[config.mk]
export PLATFORM = sky130hd
export DESIGN_NAME = acc_drain_ctrl
export DESIGN_NICKNAME = d
export VERILOG_FILES = /design/src/rtl/tpu_acc_pkg.sv /design/src/rtl/acc_skid_fifo.sv /design/src/rtl/acc_drain_ctrl.sv
export SDC_FILE = /design/constraint.sdc
export NUM_CORES = 1
export LEC_CHECK = 0
export CAP_MARGIN = 20
export CORE_UTILIZATION = 50
export DETAILED_ROUTE_END_ITERATION = 10
export DONT_BUFFER_PORTS = 1
export PLACE_DENSITY = 0.65
export SETUP_SLACK_MARGIN = 0.1
export SYNTH_ARGS = -nofsm -noshare
export SYNTH_HDL_FRONTEND = slang
export SYNTH_SLANG_ARGS = --single-unit
[constraint.sdc]
create_clock -name clk -period 5.3 [get_ports clk]
set_clock_uncertainty 0.2 [all_clocks]
set_input_delay 0.53 -clock clk [delete_from_list [all_inputs] [get_ports clk]]
set_output_delay 0.53 -clock clk [all_outputs]
set_load 0.005 [all_outputs]
[src/rtl/tpu_acc_pkg.sv]
// Shared accumulator-side types and sizes for the TPU datapath.
package tpu_acc_pkg;

  localparam int ACC_DATA_W = 64;
  localparam int ACC_ADDR_W = 8;
  localparam int ACC_DEPTH  = 256;

  typedef enum logic [1:0] {
    IDLE,
    ISSUE,
    DRAIN,
    DONE
  } drain_state_t;

  typedef struct packed {
    logic [31:0] col1;
    logic [31:0] col0;
  } acc_word_t;

endpackage

[src/rtl/acc_skid_fifo.sv]
// Small synchronous FIFO with flush and occupancy count; the head entry is
// presented combinationally.
module acc_skid_fifo #(
  parameter int DEPTH = 2,
  parameter int WIDTH = 65
) (
  input  logic                         clk_i,
  input  logic                         rst_i,
  input  logic                         flush_i,
  input  logic                         push_i,
  input  logic [WIDTH-1:0]             data_i,
  input  logic                         pop_i,
  output logic [WIDTH-1:0]             head_o,
  output logic                         empty_o,
  output logic [$clog2(DEPTH+1)-1:0]   count_o
);

  localparam int PTR_W = (DEPTH > 1) ? $clog2(DEPTH) : 1;
  localparam int CNT_W = $clog2(DEPTH + 1);

  logic [WIDTH-1:0] mem_q [DEPTH];
  logic [PTR_W-1:0] rd_ptr_q, wr_ptr_q;
  logic [CNT_W-1:0] count_q;

  function automatic logic [PTR_W-1:0] ptr_inc(input logic [PTR_W-1:0] p);
    return (p == PTR_W'(DEPTH - 1)) ? '0 : p + 1'b1;
  endfunction

  always_ff @(posedge clk_i) begin
    if (rst_i || flush_i) begin
      rd_ptr_q <= '0;
      wr_ptr_q <= '0;
      count_q  <= '0;
    end else begin
      if (push_i) wr_ptr_q <= ptr_inc(wr_ptr_q);
      if (pop_i)  rd_ptr_q <= ptr_inc(rd_ptr_q);
      count_q <= count_q + CNT_W'(push_i) - CNT_W'(pop_i);
    end
  end

  // Storage carries no reset; validity is tracked purely by count_q.
  always_ff @(posedge clk_i) begin
    if (push_i && !flush_i) mem_q[wr_ptr_q] <= data_i;
  end

  assign head_o  = mem_q[rd_ptr_q];
  assign empty_o = (count_q == '0);
  assign count_o = count_q;

endmodule

[src/rtl/acc_drain_ctrl.sv]
// Accumulator read sequencer: issues a read burst, absorbs the 1-cycle read
// latency and streams words out through a credit-managed skid FIFO.
module acc_drain_ctrl
  import tpu_acc_pkg::*;
#(
  parameter int DATA_W     = ACC_DATA_W,
  parameter int ADDR_W     = ACC_ADDR_W,
  parameter int FIFO_DEPTH = 2
) (
  input  logic              clk,
  input  logic              rst,
  input  logic              start,
  input  logic [ADDR_W-1:0] start_base,
  input  logic [ADDR_W:0]   start_count,
  input  logic              start_buf_sel,
  input  logic              abort,
  output logic              busy,
  output logic              done,
  output logic              acc_buf_sel,
  output logic              acc_rd_en,
  output logic [ADDR_W-1:0] acc_rd_addr,
  input  logic [DATA_W-1:0] acc_rd_data,
  output logic              out_valid,
  input  logic              out_ready,
  output logic [DATA_W-1:0] out_data,
  output logic              out_last
);

  localparam int CNT_W = $clog2(FIFO_DEPTH + 1);
  localparam int OCC_W = CNT_W + 1;

  drain_state_t      state_q, state_d;
  logic [ADDR_W-1:0] addr_q, addr_d;
  logic [ADDR_W:0]   left_q, left_d;
  logic              buf_sel_q, buf_sel_d;
  logic              inflight_q, inflight_last_q;

  logic              rd_en, rd_last, flush, pop, credit;
  logic [OCC_W-1:0]  occ;
  logic [DATA_W:0]   fifo_head;
  logic              fifo_empty;
  logic [CNT_W-1:0]  fifo_count;

  assign pop     = !fifo_empty && out_ready;
  assign occ     = OCC_W'(fifo_count) + OCC_W'(inflight_q);
  // A word popping this cycle frees its slot in time for the read issued now.
  assign credit  = (occ - OCC_W'(pop)) < OCC_W'(FIFO_DEPTH);
  assign rd_last = (left_q == (ADDR_W + 1)'(1));

  always_comb begin
    state_d   = state_q;
    addr_d    = addr_q;
    left_d    = left_q;
    buf_sel_d = buf_sel_q;
    rd_en     = 1'b0;
    flush     = 1'b0;
    unique case (state_q)
      IDLE: begin
        if (start) begin
          addr_d    = start_base;
          left_d    = start_count;
          buf_sel_d = start_buf_sel;
          state_d   = (start_count == '0) ? DONE : ISSUE;
        end
      end
      ISSUE: begin
        if (abort) begin
          flush   = 1'b1;
          state_d = DONE;
        end else if (credit) begin
          rd_en  = 1'b1;
          addr_d = addr_q + 1'b1;
          left_d = left_q - 1'b1;
          if (rd_last) state_d = DRAIN;
        end
      end
      DRAIN: begin
        if (abort) begin
          flush   = 1'b1;
          state_d = DONE;
        end else if (pop && fifo_head[DATA_W] && !inflight_q) begin
          state_d = DONE;
        end
      end
      DONE:    state_d = IDLE;
      default: state_d = IDLE;
    endcase
  end

  always_ff @(posedge clk) begin
    if (rst) begin
      state_q         <= IDLE;
      addr_q          <= '0;
      left_q          <= '0;
      buf_sel_q       <= 1'b0;
      inflight_q      <= 1'b0;
      inflight_last_q <= 1'b0;
    end else begin
      state_q         <= state_d;
      addr_q          <= addr_d;
      left_q          <= left_d;
      buf_sel_q       <= buf_sel_d;
      inflight_q      <= rd_en;
      inflight_last_q <= rd_en && rd_last;
    end
  end

  acc_skid_fifo #(
    .DEPTH (FIFO_DEPTH),
    .WIDTH (DATA_W + 1)
  ) u_fifo (
    .clk_i   (clk),
    .rst_i   (rst),
    .flush_i (flush),
    .push_i  (inflight_q),
    .data_i  ({inflight_last_q, acc_rd_data}),
    .pop_i   (pop),
    .head_o  (fifo_head),
    .empty_o (fifo_empty),
    .count_o (fifo_count)
  );

  assign busy        = (state_q != IDLE);
  assign done        = (state_q == DONE);
  assign acc_buf_sel = buf_sel_q;
  assign acc_rd_en   = rd_en;
  assign acc_rd_addr = addr_q;
  assign out_valid   = !fifo_empty;
  assign out_data    = fifo_head[DATA_W-1:0];
  assign out_last    = !fifo_empty && fifo_head[DATA_W];

endmodule

After elaboration in Yosys (flattened, before gate mapping):

Memory sizes are Yosys's and may differ from the RTL's. A register that Yosys moved wholly into a read port is not among the register bits.
Index checks and enable logic that the tools add are counted.

* output and inout port bits: 78
* memories: 1
* input port bits: 87
* RAM bits: 130
* logic and storage cells: 75
* latch bits: 0
* bits in read-only memories: 0
* register bits: 26

* muxes and demuxes: 27
* shift-type cells: 0
* reductions and logical operators: 19
* order comparisons: 1
* equality and inequality tests: 10
* div/mod/pow operators: 0
* bitwise logic cells: 0
* $mul: 0
* $add $sub $neg: 8

Memories
* u_fifo.mem_q: words 2, bits a word 65, rd ports 1, clocked after Yosys merged registers in 1, wr ports 1, line acc_skid_fifo.sv:21 `logic [WIDTH-1:0] mem_q [DEPTH];`

Operators with widths (number)
* 2-to-1 mux 9 bit: 3
* 2-to-1 mux 8 bit: 3
* case mux 9 bit (2 select lines): 1
* case mux 8 bit (2 select lines): 1
* 2-to-1 mux 2 bit: 7
* 2-to-1 mux 1 bit: 11
* equality test 9 x 1 -> 1 bit (second input constant): 1
* zero test 9 bit: 1
* inequality test 3 bit (second input constant): 3
* subtractor 9 x 1 -> 9 bit (second input constant): 1
* adder 8 x 1 -> 8 bit (second input constant): 1
* case mux 2 bit (4 select lines): 1
* AND reduction 4 bit: 2
* logical AND 1 bit: 6
* inequality test 2 bit (second input constant): 3
* equality test 2 bit (second input constant): 2
* zero test 2 bit: 2
* nonzero test 2 bit: 2
* adder 2 x 1 -> 3 bit: 1
* zero test 1 bit: 3
* less-than comparator 3 x 2 -> 1 bit (second input constant): 1
* subtractor 3 x 1 -> 3 bit: 1
* adder 1 bit (second input constant): 2
* adder 2 x 1 -> 2 bit: 1
* 5 further kinds: 5

Longest topological paths before layout:

* depth after elaboration: 9
* mapped depth: 11
* gate-level depth less buffers: 10

By module:

A second synthesis with hierarchy kept.

* cell total of the unflattened synthesis: 413
* area total of the unflattened synthesis: 6630.1 sq um

By module, submodules not included
* acc_skid_fifo: cells each 222, area each 5116.2 sq um, times used 1, seq. area each 4003.8 sq um
* acc_drain_ctrl: cells each 191, area each 1514.0 sq um, times used 1, seq. area each 440.4 sq um

Least setup slack after synthesis:

No wires, ideal clock.

* path type: register to register
* from: reg state_q[0]
* to: mem u_fifo.mem_q[0][0] (enable)
* buffers on the path: 0
* stages on the path, launching flop included: 6
* arrival time: 3.626 ns
* required time: 4.611 ns
* clock period less this slack: 4.314 ns
* setup slack: 0.986 ns
* library setup time: 0.489 ns
* cell sequence: dfxtp_1 -> inv_1 -> ha_1 -> nand2_1 -> nand2_1 -> nor2_1

* word-level cells in the longest chain between the ends: 7
* elaborated cells on any way between the ends: 8
* classes of those cells: eq/ne: 2; mux: 3; reduce/logical: 3

Ends and longest elaborated chain
* start, declared: line acc_drain_ctrl.sv:32 `drain_state_t state_q, state_d;`
* start signal, assigned: line acc_drain_ctrl.sv:99 `state_q <= state_d;`
* equality test 2 bit or equality test 2 x 1 -> 1 bit (tied branches): line acc_drain_ctrl.sv:57 `unique case (state_q)`
* OR reduction 2 bit (no source line) (*)
* 2-to-1 mux 1 bit (*)
* zero test 1 bit (*): line acc_skid_fifo.sv:43 `if (push_i && !flush_i) mem_q[wr_ptr_q] <= data_i;`
* logical AND 1 bit (*): line acc_skid_fifo.sv:43
* 2-to-1 mux 1 bit (*): line acc_skid_fifo.sv:43
* 2-to-1 mux 1 bit (not written as such) (*): line acc_skid_fifo.sv:43
* end, declared: line acc_skid_fifo.sv:21

Every way passes the cells marked *; elsewhere a longest branch is shown, timed or not.

Final worst setup path:

* from: reg u_fifo.count_q[1] (netlist: u_fifo.count_o[1])
* to: out acc_rd_en

* word-level cells in the longest chain between the ends: 8
* elaborated cells on any way between the ends: 9
* classes of those cells: add/sub: 2; order compare: 1; mux: 3; reduce/logical: 3

Ends and longest elaborated chain
* start, declared: line acc_skid_fifo.sv:23 `logic [CNT_W-1:0] count_q;`
* start signal, assigned: line acc_skid_fifo.sv:37 `count_q <= count_q + CNT_W'(push_i) - CNT_W'(pop_i);`
* zero test 2 bit: line acc_skid_fifo.sv:47 `assign empty_o = (count_q == '0);`
* zero test 1 bit: line acc_drain_ctrl.sv:44 `assign pop = !fifo_empty && out_ready;`
* logical AND 1 bit: line acc_drain_ctrl.sv:44
* net pop: line acc_drain_ctrl.sv:38 `logic rd_en, rd_last, flush, pop, credit;`
* subtractor 3 x 1 -> 3 bit: line acc_drain_ctrl.sv:47 `assign credit = (occ - OCC_W'(pop)) < OCC_W'(FIFO_DEPTH);`
* less-than comparator 3 x 2 -> 1 bit: line acc_drain_ctrl.sv:47
* 2-to-1 mux 1 bit: line acc_drain_ctrl.sv:70 `end else if (credit) begin`
* 2-to-1 mux 1 bit: line acc_drain_ctrl.sv:67 `if (abort) begin`
* 2-to-1 mux 1 bit: line acc_drain_ctrl.sv:57
* end, declared: line acc_drain_ctrl.sv:20 `output logic acc_rd_en,`

The timed path passes the listed nets, and every way through them passes these cells.

==> flow_summary.ini <==
[detailed_routing]
drt_pre_antenna_iters = 4
route.vias.total = 3691
detail_route.vias_per_cell = 5.58
wl_um = 12800
drc = 0
wire_per_inst_um = 19.3
initial_drc_count = 195
detail-route-antenna-nets = 0

[die]
fp-row-count = 40
chipHeight_um = 115
io_pins = 165
initial_core_util = 0.522
die_w_um = 115
floorplan.core_area_mm2 = 0.0122
floorplan.die_area_mm2 = 0.0132

[pwr]
cellPowerDensity_mw_per_mm2 = 487
ir_worst_vdd_mv = 0.289
power_leakage_nw = 2.62

[worst_setup_path]
critical_path.startpoint_type = flip-flop
worstPathArrival_ns = 2.82
cp_common_cell = sky130_fd_sc_hd__inv_1
setup.reg_to_reg.worst_slack_ns = 1.90
data_required_time_at_the_worst_endpoint_ns = 4.57
crit_path_top_delay_cell = sky130_fd_sc_hd__fa_1
critical_path.cell_chain = o21ai_0, inv_1, ha_1, inv_1, ha_1, fa_1, or3_1, inv_1
worstSetupPathType = reg2out
critical_path.max_stage_delay_ns = 0.56
worstSetupEndpointType = output port
cp_max_fo = 5

[global_route]
grt_util_all_layers = 0.200
grt_start_max_net_pins = 61
antenna_found_initial = 0
grt_pass1_wl_um = 19400
grt.overflow.total = 0
number_of_global_route_vias_before_repair = 3745

[sta]
rsz_0062_raised_after_global_routing = no
timing.max_slew.rel_slack = 0.379
worst_slew_pin_slew_ns = 0.931
final.period_utilization = 0.670
tns_ns = 0
achievable-frequency_ghz = 0.281
final.setup.worst_slack_ns = 1.75
period_minus_slack_ns = 3.55
finalHoldViolCount = 0
timing.final.setup_violations = 0
report.final.slew_viol_count = 0

[finish]
area_delta_synth_final_pct = 22.0
drive_above_1_share = 0.219
finish.utilization = 0.637
antenna_cells = 0
nets = 578
instances_no_fill = 661

[clock_tree]
tritoncts = yes
insertion_delay_ns = 0.42
cts.repair.resized = 0
clockBufferDepth = 2
cts_htree_levels = 4
clk_pin_slew_worst_paths_ns = 0.06
cts_inserted_buffers = 17
clock_sink_count = 157
cts_root_buffer = sky130_fd_sc_hd__clkbuf_16
cts_setup_buffers = 0

[hold_path]
timing.hold.worst.class = in2reg

[place]
place_hpwl_um = 7930
dp_worst_setup_slack_ns = 1.95
place_congestion = 0.827
numPlacedInstances = 565
buffer_ports.inserted = 0

[synth]
yosys_warnings = 0
post_synth_num_cell_types = 55
net_count_after_synthesis = 507
yosys_register_bits = 157
synth_ff_type = sky130_fd_sc_hd__edfxtp_1
synth_top_cell_area_share = 0.612
postSynthCellCount = 410
yosysSeqAreaShare = 0.697
number_of_flops_mapped_to_enable_cells_by_yosys = 130
post_synth.cell_area_avg_um2 = 15.5
netlist.top_cell.by_area = sky130_fd_sc_hd__edfxtp_1
synth.area.top_cells = sky130_fd_sc_hd__edfxtp_1, sky130_fd_sc_hd__mux2_2, sky130_fd_sc_hd__dfxtp_1, sky130_fd_sc_hd__ha_1, sky130_fd_sc_hd__a21oi_1
post-synth-top-count-cell = sky130_fd_sc_hd__edfxtp_1
syn_area_mm2 = 0.00637
netlist_top_cells_count = sky130_fd_sc_hd__edfxtp_1, sky130_fd_sc_hd__mux2_2, sky130_fd_sc_hd__dfxtp_1
async_set_or_reset_register_ratio_after_synthesis = 0

[outcome]
run_status = complete, no violations

[run]
drv.max_cap_violation_count = 0
## sequential cells by signal, summed over array words and instances, names as in the netlist, 2 cells and up, named ones only
name            flops
u_fifo.mem_q      130
left_q              9
u_fifo.count_o      2
acc_rd_addr         8
state_q             2
## report_power, final
group          leakage, nW  switching, mW  total, mW  internal (mW)
combinational        0.946          0.561      0.979          0.418
clock                0.278          0.456       1.19          0.731
sequential            1.40          0.125       1.62           1.50
## cell type report
type | instances | area (um^2)
Tap cell | 168 | 210
Timing Repair Buffer | 70 | 688
Multi-Input combinational cell | 219 | 1790
Inverter | 16 | 60.1
Fill cell | 917 | 4440
Clock buffer | 18 | 429
Sequential cell | 157 | 4450
Clock inverter | 13 | 149
## routing by layer
| layer | vias to the layer above | GRT usage | routed length (um) |
|---|---|---|---|
| li1 | 1727 | - | - |
| met1 | 1813 | 0.240 | 5230 |
| met2 | 136 | 0.335 | 6500 |
| met3 | 15 | 0.0532 | 845 |
| met4 | 0 | 0.0978 | 187 |
| met5 | - | 0 | 0 |
## stage by stage
stage               instance area (um^2)  hold WS (ns)  total power, mW
floorplan                           6370         0.204             2.39
global route                        7770        0.0129             3.97
detailed placement                  6550         0.216             2.58
finish                              7770        0.0206             3.79
CTS                                 7770       0.00283             3.81
global placement                    6550         0.209             2.55
## cell families after synthesis
family,after synthesis,share of synthesized area
mux,69,0.121
buf+inv,34,0.0230
fa+ha+maj,10,0.0208
simple gates,75,0.0610
flops,157,0.697
compound gates,62,0.0716
xor+xnor,3,0.00530
## repair_timing
action | in CTS | in global routing
setup endpoints to repair | 0 | 0
endpoints found under the hold margin | 142 | 0
hold buffers | 65 | 0
## path summary, 6_finish.rpt
| path | startpoint | endpoint | depth (start not counted) |
|---|---|---|---|
| worst max register to register | u_fifo.count_o[1] | left_q[0] | 10 |
| worst min-delay path | rst | acc_rd_addr[7] | 1 |
| worst min register to register | inflight_last_q | u_fifo.mem_q[1][64] | 0 |
| worst max-delay path | u_fifo.count_o[1] | acc_rd_en | 8 |
## worst max-delay path, delay by kind of cell (launching register included)
kind,cells,cell delay [ns]
adder cells (fa/ha/maj),3,1.03
flip-flops,1,0.35
buffers and inverters,3,0.22
AND/OR/NAND/NOR,1,0.46
AO/OA/AOI/OAI,1,0.36
## cell usage in the layout, fill, tap and decap left out, types with 3 or more instances in the layout
cell and instances:
sky130_fd_sc_hd__nor4_1 6, sky130_fd_sc_hd__a211oi_1 5, sky130_fd_sc_hd__a31oi_1 4, sky130_fd_sc_hd__mux2i_1 4, sky130_fd_sc_hd__inv_1 14, sky130_fd_sc_hd__dlygate4sd3_1 65, sky130_fd_sc_hd__edfxtp_1 130, sky130_fd_sc_hd__a21oi_1 18
sky130_fd_sc_hd__clkinv_1 5, sky130_fd_sc_hd__nor2b_1 3, sky130_fd_sc_hd__bufinv_16 3, sky130_fd_sc_hd__clkbuf_16 17, sky130_fd_sc_hd__clkinv_2 3, sky130_fd_sc_hd__o311ai_1 3, sky130_fd_sc_hd__buf_4 5, sky130_fd_sc_hd__nand2_1 18
sky130_fd_sc_hd__mux2_2 64, sky130_fd_sc_hd__dfxtp_1 26, sky130_fd_sc_hd__ha_1 9, sky130_fd_sc_hd__nand3_1 7, sky130_fd_sc_hd__o31ai_1 8, sky130_fd_sc_hd__nor2_1 14, sky130_fd_sc_hd__o32ai_1 4, sky130_fd_sc_hd__nor3_1 7
No activity file was read; power rests on OpenSTA's default activity.
